[config.mk]
export PLATFORM = sky130hd
export DESIGN_NAME = apb_master_bridge
export DESIGN_NICKNAME = d
export VERILOG_FILES = /design/src/rtl/apb_pkg.sv /design/src/rtl/apb_master_bridge.sv
export SDC_FILE = /design/constraint.sdc
export NUM_CORES = 1
export LEC_CHECK = 0
export CELL_PAD_IN_SITES_DETAIL_PLACEMENT = 0
export CELL_PAD_IN_SITES_GLOBAL_PLACEMENT = 2
export CORE_MARGIN = 5
export CORE_UTILIZATION = 24
export DETAILED_ROUTE_END_ITERATION = 10
export GPL_ROUTABILITY_DRIVEN = 0
export PLACE_DENSITY = 0.93
export REMOVE_ABC_BUFFERS = 1
export SYNTH_ARGS = -nofsm -noshare
export SYNTH_HDL_FRONTEND = slang
export SYNTH_SLANG_ARGS = --single-unit
[constraint.sdc]
create_clock -name clk -period 7.65 [get_ports clk]
set_input_delay 1.53 -clock clk [delete_from_list [all_inputs] [get_ports clk]]
set_output_delay 1.53 -clock clk [all_outputs]
set_load 0.01 [all_outputs]
[src/rtl/apb_pkg.sv]
// Shared types and helpers for the APB master bridge.
// Optional ACCESS timeout is enabled with the APB_TIMEOUT_EN macro.
package apb_pkg;

  typedef enum logic [1:0] {
    IDLE,
    SETUP,
    ACCESS,
    RESP
  } state_t;

  localparam int DEF_ADDR_WIDTH  = 3;
  localparam int DEF_SEL_WIDTH   = 2;
  localparam int DEF_WRITE_WIDTH = 32;
  localparam int MAX_SEL_WIDTH   = 64;

  function automatic int strb_width(
    input int w
  );
    return (w + 7) / 8;
  endfunction

  function automatic int idx_width(
    input int n
  );
    return (n > 1) ? $clog2(n) : 1;
  endfunction

  // Callers truncate the result to their own sel width.
  function automatic logic [MAX_SEL_WIDTH-1:0] sel_onehot(
    input int idx
  );
    logic [MAX_SEL_WIDTH-1:0] one;
    one = {{(MAX_SEL_WIDTH-1){1'b0}}, 1'b1};
    if (idx < 0 || idx >= MAX_SEL_WIDTH) begin
      return '0;
    end
    return one << idx;
  endfunction

  localparam int DEF_IDX_W  = idx_width(DEF_SEL_WIDTH);
  localparam int DEF_STRB_W = strb_width(DEF_WRITE_WIDTH);

  typedef struct packed {
    logic                       write;
    logic [DEF_ADDR_WIDTH-1:0]  addr;
    logic [DEF_IDX_W-1:0]       sel_idx;
    logic [2:0]                 prot;
    logic [DEF_WRITE_WIDTH-1:0] wdata;
    logic [DEF_STRB_W-1:0]      strb;
  } req_t;

endpackage

[src/rtl/apb_master_bridge.sv]
// Valid/ready request to single APB transfer bridge, registered outputs.
// Define APB_TIMEOUT_EN to abort ACCESS after TIMEOUT_CYCLES wait states.
module apb_master_bridge
  import apb_pkg::*;
#(
  parameter int ADDR_WIDTH     = 3,
  parameter int SEL_WIDTH      = 2,
  parameter int WRITE_WIDTH    = 32,
  parameter int READ_WIDTH     = WRITE_WIDTH,
  parameter int TIMEOUT_CYCLES = 16,
  localparam int SEL_IDX_W     = idx_width(SEL_WIDTH),
  localparam int STRB_WIDTH    = strb_width(WRITE_WIDTH)
) (
  input  logic                   clk,
  input  logic                   reset,
  input  logic                   req_valid,
  output logic                   req_ready,
  input  logic                   req_write,
  input  logic [ADDR_WIDTH-1:0]  req_addr,
  input  logic [SEL_IDX_W-1:0]   req_sel_idx,
  input  logic [2:0]             req_prot,
  input  logic [WRITE_WIDTH-1:0] req_wdata,
  input  logic [STRB_WIDTH-1:0]  req_strb,
  output logic                   rsp_valid,
  input  logic                   rsp_ready,
  output logic [READ_WIDTH-1:0]  rsp_rdata,
  output logic                   rsp_err,
  output logic [ADDR_WIDTH-1:0]  apb_addr,
  output logic [2:0]             apb_prot,
  output logic [SEL_WIDTH-1:0]   apb_sel,
  output logic                   apb_enable,
  output logic                   apb_write,
  output logic [WRITE_WIDTH-1:0] apb_wdata,
  output logic [STRB_WIDTH-1:0]  apb_strb,
  input  logic                   apb_ready,
  input  logic [READ_WIDTH-1:0]  apb_rdata,
  input  logic                   apb_slv_err
);

`ifdef APB_TIMEOUT_EN
  localparam bit TIMEOUT_EN = 1'b1;
`else
  localparam bit TIMEOUT_EN = 1'b0;
`endif

  localparam int CNT_W = $clog2(TIMEOUT_CYCLES + 1);

  state_t state;
  state_t next_state;

  logic accept;
  logic idx_ok;
  logic to_hit;

  logic [CNT_W-1:0] to_cnt;

  logic                   req_ready_d;
  logic                   rsp_valid_d;
  logic [READ_WIDTH-1:0]  rsp_rdata_d;
  logic                   rsp_err_d;
  logic [ADDR_WIDTH-1:0]  apb_addr_d;
  logic [2:0]             apb_prot_d;
  logic [SEL_WIDTH-1:0]   apb_sel_d;
  logic                   apb_enable_d;
  logic                   apb_write_d;
  logic [WRITE_WIDTH-1:0] apb_wdata_d;
  logic [STRB_WIDTH-1:0]  apb_strb_d;

  assign accept = (state == IDLE)
                & req_valid
                & req_ready;

  assign idx_ok = int'(req_sel_idx) < SEL_WIDTH;

  // Counter reaches the limit after TIMEOUT_CYCLES low-ready cycles.
  assign to_hit = TIMEOUT_EN
                & ~apb_ready
                & (to_cnt == CNT_W'(TIMEOUT_CYCLES - 1));

  always_ff @(posedge clk or posedge reset) begin
    if (reset) begin
      state      <= IDLE;
      req_ready  <= 1'b0;
      rsp_valid  <= 1'b0;
      rsp_rdata  <= '0;
      rsp_err    <= 1'b0;
      apb_addr   <= '0;
      apb_prot   <= '0;
      apb_sel    <= '0;
      apb_enable <= 1'b0;
      apb_write  <= 1'b0;
      apb_wdata  <= '0;
      apb_strb   <= '0;
    end else begin
      state      <= next_state;
      req_ready  <= req_ready_d;
      rsp_valid  <= rsp_valid_d;
      rsp_rdata  <= rsp_rdata_d;
      rsp_err    <= rsp_err_d;
      apb_addr   <= apb_addr_d;
      apb_prot   <= apb_prot_d;
      apb_sel    <= apb_sel_d;
      apb_enable <= apb_enable_d;
      apb_write  <= apb_write_d;
      apb_wdata  <= apb_wdata_d;
      apb_strb   <= apb_strb_d;
    end
  end

  always_ff @(posedge clk or posedge reset) begin
    if (reset) begin
      to_cnt <= '0;
    end else if (accept) begin
      to_cnt <= '0;
    end else if (state == ACCESS && !apb_ready) begin
      to_cnt <= to_cnt + 1'b1;
    end
  end

  always_comb begin
    next_state = state;
    unique case (state)
      IDLE: begin
        if (accept) begin
          next_state = idx_ok ? SETUP : RESP;
        end
      end
      SETUP: begin
        next_state = ACCESS;
      end
      ACCESS: begin
        if (apb_ready || to_hit) begin
          next_state = RESP;
        end
      end
      RESP: begin
        if (rsp_ready) begin
          next_state = IDLE;
        end
      end
      default: begin
        next_state = IDLE;
      end
    endcase
  end

  always_comb begin
    req_ready_d  = (next_state == IDLE);
    rsp_valid_d  = (next_state == RESP);
    rsp_rdata_d  = rsp_rdata;
    rsp_err_d    = rsp_err;
    apb_addr_d   = apb_addr;
    apb_prot_d   = apb_prot;
    apb_sel_d    = apb_sel;
    apb_enable_d = apb_enable;
    apb_write_d  = apb_write;
    apb_wdata_d  = apb_wdata;
    apb_strb_d   = apb_strb;
    unique case (state)
      IDLE: begin
        if (accept && idx_ok) begin
          apb_addr_d  = req_addr;
          apb_prot_d  = req_prot;
          apb_write_d = req_write;
          apb_wdata_d = req_wdata;
          apb_strb_d  = req_write ? req_strb : '0;
          apb_sel_d   = SEL_WIDTH'(
            sel_onehot(int'(req_sel_idx)));
        end else if (accept) begin
          rsp_err_d   = 1'b1;
          rsp_rdata_d = '0;
        end
      end
      SETUP: begin
        apb_enable_d = 1'b1;
      end
      ACCESS: begin
        if (apb_ready) begin
          apb_sel_d    = '0;
          apb_enable_d = 1'b0;
          rsp_err_d    = apb_slv_err;
          rsp_rdata_d  = apb_write ? '0 : apb_rdata;
        end else if (to_hit) begin
          apb_sel_d    = '0;
          apb_enable_d = 1'b0;
          rsp_err_d    = 1'b1;
          rsp_rdata_d  = '0;
        end
      end
      RESP: begin
      end
      default: begin
      end
    endcase
  end

endmodule

==> results.txt <==
status -> completed
top-count cell post-synth -> nand2_1
Layout Utilization -> 38.9%
Placeable Area -> 13,800 um^2
Synth top cells by count -> nand2_1, dfrtp_1, o21ai_0
unrepaired setup endpoints after global routing -> no
Total GRT Usage -> 12.0%
Yosys Warn Count -> 0
Synth cell types -> 21
hold buffer count at cts -> 0
part of the Yosys area used for sequential elements -> 62.3%
post-DR wirelength/cell -> 13.7 um
EDFF count, synth -> 0
final hold vios -> 0
Pre-antenna DRT Iters -> 4
CTS tree -> yes
placed standard-cell area -> 5090 um^2
clock root cell -> clkbuf_16
Worst EP required -> 7860 ps
routed vias -> 2,804
grt total ovfl -> 0
Layout area overhead -> 60.8%
top cell type's share of synthesized area -> 62.3%
routed vias/inst -> 4.06
Final Setup Violations -> 0
cells after synthesis -> 350
Seq cells post-synth -> 83
design area -> 5360 um^2
DRC Markers -> 0
CP Max Fanout -> 66
Slew @ Worst Pin -> 1070 ps
static leakage -> 2.45 nW
Fillers -> 1,408
largest net degree at the start of global routing -> 84
share of cells above drive strength 1 -> 4.31%
Post-synth top flop -> dfrtp_1
antenna violations before repair -> 0
Cell Area, Synth -> 3340 um^2
Async SR Flop Fraction -> 100%
DR iter-0 viols -> 101
Die Y -> 128 um
clock buffer depth -> 2
crit path kind -> in2reg
dpl ws -> 4340 ps
crit path DAT -> 3160 ps
synth top area cells -> dfrtp_1, nand2_1, nand2b_1, o21ai_0, buf_2
Post-CTS Resized -> 0
placed insts -> 674
PortBufs -> 162
die area -> 16,400 um^2
number of global-route vias before repair -> 2,981
Max Clk Rate -> 339 MHz
htree depth -> 3
initial cell density of the core -> 24.2%
post-CTS setup buffers -> 0
Tightest Hold Check Type -> reg2reg
Core Rows -> 43
Worst-Skew Late Latency -> 330 ps
TritonCTS buffer count -> 9
Avg Inst Size Synth -> 9.53 um^2
Boundary Pins -> 163
Final nets -> 587
Antenna diodes -> 0
Final TNS setup -> 0 ps
VDD IR-drop max -> 0.115 mV
DP Wirelength -> 6540 um
CP startpoint kind -> input pin
pwr/cell area -> 370 nW/um^2
Die W -> 128 um
clk_skew -> 4.79 ps
minimum clock period -> 2950 ps
final period utilization -> 38.5%
area leader, netlist -> dfrtp_1
first-pass GRT wire length -> 15,600 um
Final Slew Violations -> 0
Final Non-Filler Cells -> 690
clock transition at the registers of the reported paths -> 60 ps
Routed Antenna Nets -> 0
Final WS setup -> 4700 ps
clock sink count -> 83
critical path endpoint category -> flip-flop
max cap viols -> 0
WL final -> 9470 um
Worst slew margin -> 28.7%
## per-layer routing
metal  part of all wire (%)  vias up  GRT usage, %  wire length [um]
met5                      0        -             0                 0
met4                   0.98        0          4.68                93
met3                     10        7          5.08               971
met2                     43      120          18.0              4090
met1                     46     1276          15.3              4310
li1                       -     1401             -                 -
## stage by stage
stage / total power, mW / hold slack, ps
2_1_floorplan: 1.08 / 507
3_3_place_gp: 1.59 / 451
3_5_place_dp: 1.60 / 461
4_1_cts: 2.03 / 477
5_1_grt: 2.14 / 494
6_report: 1.98 / 472
## path summary, 6_finish.rpt
check / depth (start not counted) / to / start / slack, ps
min in group asynchronous: 3 / rsp_err / reset / 1870
max: 4 / apb_sel[1] / apb_ready / 4700
min: 2 / apb_strb[3] / apb_strb[3] / 470
max reg2reg: 3 / apb_sel[1] / state[1] / 5850
min reg2reg: 2 / apb_strb[3] / apb_strb[3] / 470
max in group asynchronous: 3 / apb_sel[1] / reset / 5100
## cells by family after synthesis
group                  share of synthesized area [%]
AOI/OAI and AO/OA                               6.00
buffers and inverters                           4.20
DFF                                             62.3
muxes                                          0.638
and+or+nand+nor                                 26.9
## critical path: stages
cell	delay, ps
clkdlybuf4s50_1	550
nand3b_4	470
and2_1	420
a22o_1	190
## registers in the layout, summed over array words and instances (netlist names), 2 cells and up
signal / cells
state: 2
apb_prot: 3
apb_sel: 2
apb_strb: 4
rsp_rdata: 32
apb_addr: 3
apb_wdata: 32
## power breakdown
part / total, mW / switching (mW) / internal [mW]
Sequential: 0.753 / 0.117 / 0.635
Clock: 0.400 / 0.163 / 0.237
Combinational: 0.830 / 0.358 / 0.472
## layout make-up
| type | count | area (um^2) | share of cell area [%] |
|---|---|---|---|
| multi-input combinational | 242 | 1120 | 20.9 |
| tap | 180 | 225 | 4.20 |
| sequential | 83 | 2080 | 38.7 |
| inverter | 3 | 12.5 | 0.233 |
| clock buffer | 14 | 264 | 4.92 |
| timing repair buffer | 166 | 1650 | 30.8 |
| clock inverter | 2 | 10.0 | 0.187 |
## cell usage in the layout (no fill, tap or decap), drive strengths merged, types with 2 or more instances in the layout
cell	Yosys	routed
a21oi	2	2
and2	2	2
buf	17	4
clkbuf	5	14
clkdlybuf4s50	0	162
clkinv	0	3
dfrtp	83	83
inv	3	2
nand2	159	159
nand2b	32	32
nand3	5	5
o21ai	33	33
Power figures use the tool's default switching activity.
